### src/rtl/pipe_ctrl.sv
// pipe_ctrl: pipeline controller for the five-stage core.
//
// Turns per-stage stall requests into the 6-bit stall vector used by
// pc_reg, if_id, id_ex, ex_mem and mem_wb. Raises flush/new_pc on
// exceptions and ERET. After a flush taken while the instruction bus is
// busy, a DRAIN state holds fetch until that stale transaction completes.
// Also counts stalled cycles and flags pipelines that stay stuck in stall.
//
// Ports:
//   clk, rst                  clock, synchronous active-high reset
//   stallreq_from_if/id/ex/mem per-stage stall requests
//   excepttype_i              exception code from mem stage, 0 = none
//   cp0_epc_i                 forwarded EPC, used as the ERET target
//   ibus_busy_i               instruction Wishbone transaction outstanding
//   stall                     bit0 pc .. bit5 wb, 1 = hold that stage
//   flush                     clear all pipeline registers this cycle
//   new_pc                    pc load target, valid while flush = 1
//   stall_timeout_o           registered stuck-stall flag
//   stall_cycles_o            registered count of stalled cycles (wraps)
module pipe_ctrl #(
  parameter logic [31:0] EXC_VECTOR     = 32'h0000_0040,
  parameter logic [31:0] INT_VECTOR     = 32'h0000_0020,
  parameter int unsigned TIMEOUT_CYCLES = 1024
) (
  input  logic        clk,
  input  logic        rst,
  input  logic        stallreq_from_if,
  input  logic        stallreq_from_id,
  input  logic        stallreq_from_ex,
  input  logic        stallreq_from_mem,
  input  logic [31:0] excepttype_i,
  input  logic [31:0] cp0_epc_i,
  input  logic        ibus_busy_i,
  output logic [5:0]  stall,
  output logic        flush,
  output logic [31:0] new_pc,
  output logic        stall_timeout_o,
  output logic [31:0] stall_cycles_o
);

  typedef enum logic {RUN, DRAIN} state_t;

  state_t      state_q, state_d;
  logic [15:0] run_cnt_q, run_cnt_d;
  logic [31:0] stall_cycles_q, stall_cycles_d;
  logic        stall_timeout_q, stall_timeout_d;

  logic [5:0]  late_mask;   // encode of id/ex/mem requests only
  logic [5:0]  run_mask;    // full priority encode including if
  logic [31:0] exc_pc;

  always_comb begin
    // Highest requesting stage wins; everything upstream of it stops too.
    if (stallreq_from_mem)      late_mask = 6'b011111;
    else if (stallreq_from_ex)  late_mask = 6'b001111;
    else if (stallreq_from_id)  late_mask = 6'b000111;
    else                        late_mask = 6'b000000;

    // An if request stops pc and if_id so a bubble enters id.
    if (late_mask != 6'b000000) run_mask = late_mask;
    else if (stallreq_from_if)  run_mask = 6'b000011;
    else                        run_mask = 6'b000000;

    case (excepttype_i)
      32'h0000_0001:                 exc_pc = INT_VECTOR;
      32'h0000_000e:                 exc_pc = cp0_epc_i;    // ERET
      32'h0000_0008, 32'h0000_000a,
      32'h0000_000c, 32'h0000_000d:  exc_pc = EXC_VECTOR;
      default:                       exc_pc = EXC_VECTOR;
    endcase

    stall  = 6'b000000;
    flush  = 1'b0;
    new_pc = 32'h0;
    if (!rst) begin
      if (excepttype_i != 32'h0) begin
        // Exceptions override every stall request, in RUN and DRAIN alike.
        flush  = 1'b1;
        new_pc = exc_pc;
      end else if (state_q == DRAIN) begin
        // Fetch is held while the stale ibus transaction finishes.
        stall = 6'b000011 | late_mask;
      end else begin
        stall = run_mask;
      end
    end

    // Any flush, or staying in DRAIN, tracks the bus: busy keeps us draining.
    state_d = state_q;
    if (flush || state_q == DRAIN) state_d = ibus_busy_i ? DRAIN : RUN;

    if (stall == 6'b000000 || flush) run_cnt_d = 16'h0;
    else if (run_cnt_q == 16'hFFFF)  run_cnt_d = run_cnt_q;
    else                             run_cnt_d = run_cnt_q + 16'h1;

    stall_cycles_d  = stall_cycles_q + {31'h0, (stall != 6'b000000)};
    stall_timeout_d = (32'(run_cnt_d) >= TIMEOUT_CYCLES);
  end

  always_ff @(posedge clk) begin
    if (rst) begin
      state_q         <= RUN;
      run_cnt_q       <= 16'h0;
      stall_cycles_q  <= 32'h0;
      stall_timeout_q <= 1'b0;
    end else begin
      state_q         <= state_d;
      run_cnt_q       <= run_cnt_d;
      stall_cycles_q  <= stall_cycles_d;
      stall_timeout_q <= stall_timeout_d;
    end
  end

  assign stall_cycles_o  = stall_cycles_q;
  assign stall_timeout_o = stall_timeout_q;

endmodule

### config.mk
export PLATFORM = sky130hd
export DESIGN_NAME = pipe_ctrl
export DESIGN_NICKNAME = d
export VERILOG_FILES = /design/src/rtl/pipe_ctrl.sv
export SDC_FILE = /design/constraint.sdc
export NUM_CORES = 1
export LEC_CHECK = 0
export BUFFER_PORTS_ARGS = -buffer_cell sky130_fd_sc_hd__buf_2
export CAP_MARGIN = 15
export CORE_ASPECT_RATIO = 0.6
export CORE_UTILIZATION = 27
export CTS_CLUSTER_SIZE = 40
export DETAILED_ROUTE_END_ITERATION = 8
export PLACE_DENSITY = 0.49
export SYNTH_ARGS = -nofsm -noshare
export SYNTH_HDL_FRONTEND = slang
export SYNTH_SLANG_ARGS = --single-unit
### constraint.sdc
create_clock -name clk -period 10.7 [get_ports clk]
set_input_delay 2.14 -clock clk [delete_from_list [all_inputs] [get_ports clk]]
set_output_delay 2.14 -clock clk [all_outputs]
set_load 0.02 [all_outputs]
; Word-level counts from Yosys, hierarchy flattened
; Cells that the tools add are included.
[classes]
addsub = 2
order_cmp = 1
n_eq_ne = 3
mux = 16
reduce_logical = 6
[op_table]
columns = op, count
row1 = $mux 32, 2
row2 = $pmux 32 s2, 1
row3 = $mux 6, 6
row4 = $add 32x1->32, 1
row5 = $eq 32x1->1 const B, 1
row6 = $eq 32x4->1 const B, 1
row7 = $mux 16, 2
row8 = $reduce_bool 32->1, 1
row9 = $add 16x1->16 const B, 1
row10 = $eq 16x16->1 const B, 1
row11 = $ge 16x11->1 const B, 1
row12 = $reduce_bool 6->1, 2
row13 = $logic_not 6->1, 1
row14 = $mux 1, 3
row15 = $mux 3, 1
row16 = $logic_or 1x1->1, 2
row17 = $mux 2, 1
[totals]
regBits = 50
input_bits = 71
out_inout_bits = 72
wordCells = 32

; Logic depth before layout (Yosys ltp)
; Gate-level depths: netlist of the first run.
[logic_depth]
depth_word = 12
mapped_depth = 15
depth_no_buf = 12

; Least setup slack after synthesis of the first run
; No wires, ideal clock.
[synth_timing]
path_kind = input -> output
from = input port excepttype_i[6]
to = output port stall[1]
arrival_time_ps = 3871
required_ps = 8560
path_slack_ps = 4689
stages = 8
n_path_buf = 3
cell_sequence = nor4_1 -> and4_1 -> nand4_2 -> or4_1 -> buf_6 -> buf_8 -> inv_1 -> buf_4
[synth_between]
elab_chain_cells = 3
[synth_lines]
columns = element, line_no
row1 = "start, declared", 31  ; input logic [31:0] excepttype_i,
row2 = $reduce_bool 32->1, 76  ; if (excepttype_i != 32'h0) begin
row3 = $mux 6, 76
row4 = $mux 6, 75  ; if (!rst) begin
row5 = "end, declared", 34  ; output logic [5:0] stall,
; No other way between the ends.

; Worst setup path after layout of the first run
[layout_timing]
from = input port excepttype_i[5]
to = output port stall[1]
; Same word-level chain as after synthesis.

==> results of run 1 <==
-- per-layer routing --
metal	vias up	track usage	wire length [µm]
met2	81	0.244	3580
met1	1238	0.194	3590
met3	5	0.0364	467
li1	1398	-	-
met4	0	0.0310	46
met5	-	0	0
-- per-stage QoR --
| step | utilization | instance area [µm²] |
|---|---|---|
| 6_report | 0.388 | 3640 |
| 5_1_grt | 0.388 | 3640 |
| 4_1_cts | 0.386 | 3630 |
| 3_5_place_dp | 0.370 | 3480 |
| 3_3_place_gp | 0.370 | 3480 |
| 2_1_floorplan | - | 2680 |
-- how the worst max path moves through the flow --
stage / slack [ns] / endpoint / cells past startpoint
2_1_floorplan: 4.69 / stall[1] / 8
3_3_place_gp: 4.17 / new_pc[8] / 7
3_5_place_dp: 4.11 / new_pc[8] / 7
4_1_cts: 4.11 / new_pc[8] / 7
5_1_grt: 4.41 / stall[0] / 8
6_report: 4.52 / stall[1] / 8
-- worst register-to-register path: stages, from the launching register on --
cell,delay [ns]
dfxtp_1,0.35
nor3_1,0.07
or4_1,0.39
buf_4,0.23
inv_1,0.09
ha_1,0.16
ha_1,0.21
and2_1,0.22
nand4_1,0.50
nor4_1,0.53
xnor2_1,0.16
nor2_1,0.05
-- where the power goes --
group	switching, µW	internal (µW)
clock	68.0	92.7
combinational	8.30	10.5
sequential	0.141	186
total	76.4	289
-- state kept, by name, summed over array words and instances (netlist names) --
signal,flops
state_q,1
stall_cycles_o,32
stall_timeout_o,1
run_cnt_q,16
-- cell type report --
class | instances | share of cell area
clock buffers | 6 | 0.0381
multi-input cells | 255 | 0.428
flip-flops and latches | 50 | 0.275
repair buffers | 143 | 0.200
well taps | 130 | 0.0447
inverters | 11 | 0.0113
clock inverters | 2 | 0.00344
-- cell usage after synthesis (all sizes together), types with 4 or more instances --
| cell | n | area (µm²) |
|---|---|---|
| xor2 | 8 | 70.1 |
| and4 | 6 | 52.6 |
| buf | 5 | 45.0 |
| nand3 | 12 | 60.1 |
| a21oi | 9 | 45.0 |
| inv | 11 | 41.3 |
| nor3b | 4 | 30.0 |
| nor3 | 20 | 105 |
| dfxtp | 50 | 1000 |
| mux2i | 4 | 40.0 |
| nand4 | 10 | 68.8 |
| nand2 | 14 | 52.6 |
| xnor2 | 24 | 210 |
| and2 | 33 | 206 |
| nor2 | 56 | 223 |
| clkbuf | 10 | 37.5 |
| o21ai | 11 | 55.1 |
| or3 | 10 | 63.8 |
| nor2b | 4 | 25.0 |
| nor4 | 11 | 87.6 |
-- kinds of logic after synthesis --
group / after synthesis / share of synthesized area
buffers and inverters: 26 / 0.0462
adder cells (fa/ha/maj): 3 / 0.0140
AO/OA/AOI/OAI: 26 / 0.0570
other: 1 / 0.00140
XOR/XNOR: 32 / 0.105
AND/OR/NAND/NOR: 189 / 0.388
multiplexers: 4 / 0.0149
flip-flops: 50 / 0.374
==> impl_metrics.env, run 1 <==
export IMPL_rsz0062_at_grt="no"
export IMPL_nFillCells=1042
export IMPL_worst_pin_slew_ns=0.935
export IMPL_synth_nets=405
export IMPL_grt_pass1_vias=2445
export IMPL_cts_num_sinks=50
export IMPL_r2r_start="state_q"
export IMPL_rows=27
export IMPL_ant_nets=0
export IMPL_insertedDiodeCount=0
export IMPL_first_pass_iters=4
export IMPL_ys_flop_type="dfxtp_1"
export IMPL_crit_type="input port to output port"
export IMPL_antenna_found_initial=0
export IMPL_r2r_cells=11
export IMPL_finalNonFillerCells=597
export IMPL_hold_class="register to register"
export IMPL_die_y_um=79.2
export IMPL_dp_cells=588
export IMPL_hold_depth=2
export IMPL_slew_violations=0
export IMPL_mostFrequentLayoutCells="141 x buf_2, 51 x nor2_1, 50 x dfxtp_1"
export IMPL_gp_congestion=0.828
export IMPL_drive_gt1_frac=0.353
export IMPL_skew_ns=0.00565
export IMPL_io_pins=143
export IMPL_crit_top_cell="buf_2"
export IMPL_holdWs_ns=0.506
export IMPL_slowest_delay_ns=0.54
export IMPL_drc=0
export IMPL_critPathMaxFanout=19
export IMPL_critPathBufInv=4
export IMPL_vias_per_cell=4.56
export IMPL_start_util=0.285
export IMPL_finalWorstSetupSlack_ns=4.52
export IMPL_final_seq_area_um2=1000
export IMPL_h_tree_depth=2
export IMPL_end_kind="output port"
export IMPL_first_iter_violations=85
export IMPL_port_buffers=141
export IMPL_worstPathArrival_ns=4.04
export IMPL_power_uw=366
export IMPL_avgSynthCellArea_um2=8.09
export IMPL_synth_seq_area_share=0.374
export IMPL_grt_max_degree=41
export IMPL_die_w_um=131
export IMPL_grt_first_pass_wirelength_um=12000
export IMPL_post_cts_resize_count=0
export IMPL_clock_path_buffers=2
export IMPL_r2r_slack_ns=7.62
export IMPL_synth_cell_types=42
export IMPL_powerDensity_nw_per_um2=100
export IMPL_worstSkewPairLatency_ns=0.28
export IMPL_routed_wl_um=7690
export IMPL_cts_tree="done"
export IMPL_netlist_instances=331
export IMPL_grtUsageTotal=0.148
export IMPL_crit_family="simple AND/OR/NAND/NOR gates"
export IMPL_wl_per_cell_um=12.9
export IMPL_synth_warnings=0
export IMPL_worstHoldStart="stall_cycles_o[6]"
export IMPL_p_leak_uw=0.00159
export IMPL_die_area_um2=10300
export IMPL_async_flop_share=0
export IMPL_fin_tns_setup_ns=0
export IMPL_synth_seq_cells=50
export IMPL_status="completed"
export IMPL_finalNetCount=540
export IMPL_syn_cell_area_um2=2680
export IMPL_vias=2722
export IMPL_worstSetupStartpoint="excepttype_i[5]"
export IMPL_final_hold_viol_count=0
export IMPL_path_clk_slew_ns=0.06
export IMPL_multi_input_area_um2=1560
export IMPL_syn2layout_area_growth_pct=36.0
export IMPL_place_hpwl_um=6250
export IMPL_postCtsSetupRepairBufs=0
export IMPL_ctsHoldBuffers=0
export IMPL_numCtsBuffers=5
export IMPL_maxCapViolations=0
export IMPL_fmax_mhz=162
export IMPL_core_area_um2=9390
export IMPL_irDropWorstVdd_v=0.0000662
export IMPL_setup_viol=0
export IMPL_preCtsSetupSlack_ns=4.11
export IMPL_grt_overflow_total=0
export IMPL_min_period_ns=6.18
export IMPL_reg2reg_to="stall_cycles_o[30]"
export IMPL_critPathLaunchType="input port"
export IMPL_period_share=0.578
export IMPL_cts_root_buf="clkbuf_16"
export IMPL_worstHoldEndpoint="stall_cycles_o[6]"
export IMPL_layout_commonest_cell="buf_2"
export IMPL_path_cells="buf_2 > nor4_1 > and4_1 > nand4_2 > or4_1 > buf_4 > inv_1 > buf_2"
export IMPL_slew_limit_headroom=0.372
export IMPL_critPathRequiredTime_ns=8.56
export IMPL_cpMaxStageDelayCell="or4_1"
export IMPL_synth_edf_count=0
(Power assumes the default switching activity.)
==> inputs of run 2 (changes only) <==
- PLACE_DENSITY: 0.49 -> 0.51
- clock period: 10.7 -> 5.25 ns (I/O delays scaled with it)
==> run 2 against run 1 <==
Wire length down 2.7%. Total power up 110%. Clock skew up 0.0034 ns. Worst setup slack worse by 3.4 ns. Flip-flop and latch count unchanged. Clock-buffer cell count down 1. Non-clock buffer count up 2. Sequential power up 100%. First-iteration DRC count up 7.1%. Die area unchanged. Register-to-register slack worse by 5.2 ns. Critical path type is now input port to register. Critical endpoint is now stall_cycles_o[30]. Largest power group unchanged. Highest routed layer unchanged.
==> impl_metrics.env, run 2 (synthesis results as in run 1) <==
export IMPL_status="completed"
export IMPL_r2r_slack_ns=2.44
export IMPL_gp_congestion=0.763
export IMPL_routed_wl_um=7480
export IMPL_use_met1=0.199
export IMPL_numCtsBuffers=5
export IMPL_grt_overflow_total=0
export IMPL_postCtsSetupRepairBufs=0
export IMPL_wl_per_cell_um=12.5
export IMPL_multi_input_area_um2=1560
export IMPL_finalNetCount=542
export IMPL_cts_tree="done"
export IMPL_crit_type="input port to register"
export IMPL_critPathMaxFanout=13
export IMPL_path_clk_slew_ns=0.07
export IMPL_h_tree_depth=2
export IMPL_worstSetupStartpoint="excepttype_i[13]"
export IMPL_largest_reg_flops=32
export IMPL_switching_power_uw=160
export IMPL_grtUsageTotal=0.144
export IMPL_cts_root_buf="clkbuf_16"
export IMPL_fin_tns_setup_ns=0
export IMPL_busiest_layer="met2"
export IMPL_insertedDiodeCount=0
export IMPL_syn2layout_area_growth_pct=37.0
export IMPL_die_y_um=79.2
export IMPL_mostFrequentLayoutCells="141 x buf_2, 51 x nor2_1, 50 x dfxtp_1"
export IMPL_slew_violations=0
export IMPL_setup_viol=0
export IMPL_powerDensity_nw_per_um2=214
export IMPL_ctsHoldBuffers=0
export IMPL_vias_per_cell=4.58
export IMPL_antenna_found_initial=0
export IMPL_clock_path_buffers=2
export IMPL_maxCapViolations=0
export IMPL_first_iter_violations=91
export IMPL_period_share=0.781
export IMPL_min_period_ns=4.10
export IMPL_grt_use_met3=0.0310
export IMPL_clockPowerShare=0.468
export IMPL_cts_num_sinks=50
export IMPL_nFillCells=1027
export IMPL_layout_commonest_cell="buf_2"
export IMPL_endpoint="stall_cycles_o[30]"
export IMPL_skew_ns=0.00909
export IMPL_worstPathArrival_ns=4.27
export IMPL_drive_gt1_frac=0.356
export IMPL_critPathLaunchType="input port"
export IMPL_irDropWorstVdd_v=0.000127
export IMPL_grt_first_pass_wirelength_um=11600
export IMPL_ant_nets=0
export IMPL_place_hpwl_um=6080
export IMPL_die_w_um=131
export IMPL_p_int_uw=626
export IMPL_vias=2743
export IMPL_post_cts_resize_count=0
export IMPL_detailed_place_area_um2=3500
export IMPL_fmax_mhz=244
export IMPL_grtUsageMet2=0.225
export IMPL_worst_pin_slew_ns=0.938
export IMPL_drc=0
export IMPL_r2r_start="state_q"
export IMPL_finish_instance_area_um2=3670
export IMPL_start_util=0.285
export IMPL_final_seq_area_um2=1000
export IMPL_io_pins=143
export IMPL_grt_pass1_vias=2303
export IMPL_comb_power_share=0.049
export IMPL_power_frac_seq=0.483
export IMPL_rows=27
export IMPL_slew_limit_headroom=0.370
export IMPL_first_pass_iters=4
export IMPL_reg2reg_to="stall_cycles_o[30]"
export IMPL_worstSkewPairLatency_ns=0.29
export IMPL_critPathRequiredTime_ns=5.42
export IMPL_p_leak_uw=0.00160
export IMPL_port_buffers=141
export IMPL_end_kind="register"
export IMPL_r2r_cells=10
export IMPL_core_area_um2=9390
export IMPL_die_area_um2=10300
export IMPL_final_hold_viol_count=0
export IMPL_rsz0062_at_grt="no"
export IMPL_grt_max_degree=40
export IMPL_switching_share=0.204
export IMPL_hold_class="register to register"
## run 2: cell count changes in the layout (fill, tap and decap cells not counted)
cell	change
clkinv_2	-1
buf_4	+3
clkinvlp_4	+1
clkbuf_8	-2
bufinv_16	+1
## run 2: final cells by class
| type | count | area share |
|---|---|---|
| clock inverters | 3 | 0.0123 |
| flip-flops and latches | 50 | 0.273 |
| repair buffers | 145 | 0.200 |
| well taps | 130 | 0.0443 |
| inverters | 11 | 0.0113 |
| multi-input cells | 255 | 0.425 |
| clock buffers | 5 | 0.0341 |
## run 2: critical path, stage by stage
cell	delay, ns
buf_2	0.10
nor4_1	0.28
and4_1	0.25
nand4_2	0.18
or4_1	0.59
inv_1	0.08
ha_1	0.16
ha_1	0.20
and2_1	0.21
nand4_1	0.45
nor4_1	0.51
xnor2_1	0.17
nor2_1	0.06
## run 2: how the worst min path moves through the flow
stage | start | endpoint | slack (ns) | cells past startpoint
2_1_floorplan | run_cnt_q[6] | run_cnt_q[6] | 0.48 | 2
3_3_place_gp | stall_cycles_o[6] | stall_cycles_o[6] | 0.48 | 2
3_5_place_dp | stall_cycles_o[6] | stall_cycles_o[6] | 0.49 | 2
4_1_cts | stall_cycles_o[6] | stall_cycles_o[6] | 0.50 | 2
5_1_grt | stall_cycles_o[6] | stall_cycles_o[6] | 0.56 | 2
6_report | stall_cycles_o[6] | stall_cycles_o[6] | 0.50 | 2
## run 2: per-layer routing
metal / wire (µm) / vias to the layer above / part of all wire
li1: - / 1400 / -
met1: 3670 / 1247 / 0.49
met2: 3290 / 90 / 0.44
met3: 436 / 6 / 0.058
met4: 87 / 0 / 0.012
met5: 0 / - / 0
## run 2: stage by stage
stage	power, µW	hold WS, ns	instances	utilization	worst slack [ns]
after global placement	427	0.480	591	0.373	0.924
final	786	0.498	599	0.391	1.15
after detailed placement	427	0.493	591	0.373	0.781
after floorplan	399	0.484	331	-	1.27
after CTS	798	0.504	599	0.391	1.07
after global routing	820	0.559	599	0.391	0.747
## run 2: power groups by stage
stage / clock [µW] / sequential, µW / combinational, µW
after floorplan: 0 / 388 / 10.4
after global placement: 0 / 389 / 38.5
after detailed placement: 0 / 389 / 38.9
after CTS: 379 / 380 / 38.9
after global routing: 397 / 380 / 42.5
final: 368 / 380 / 38.4
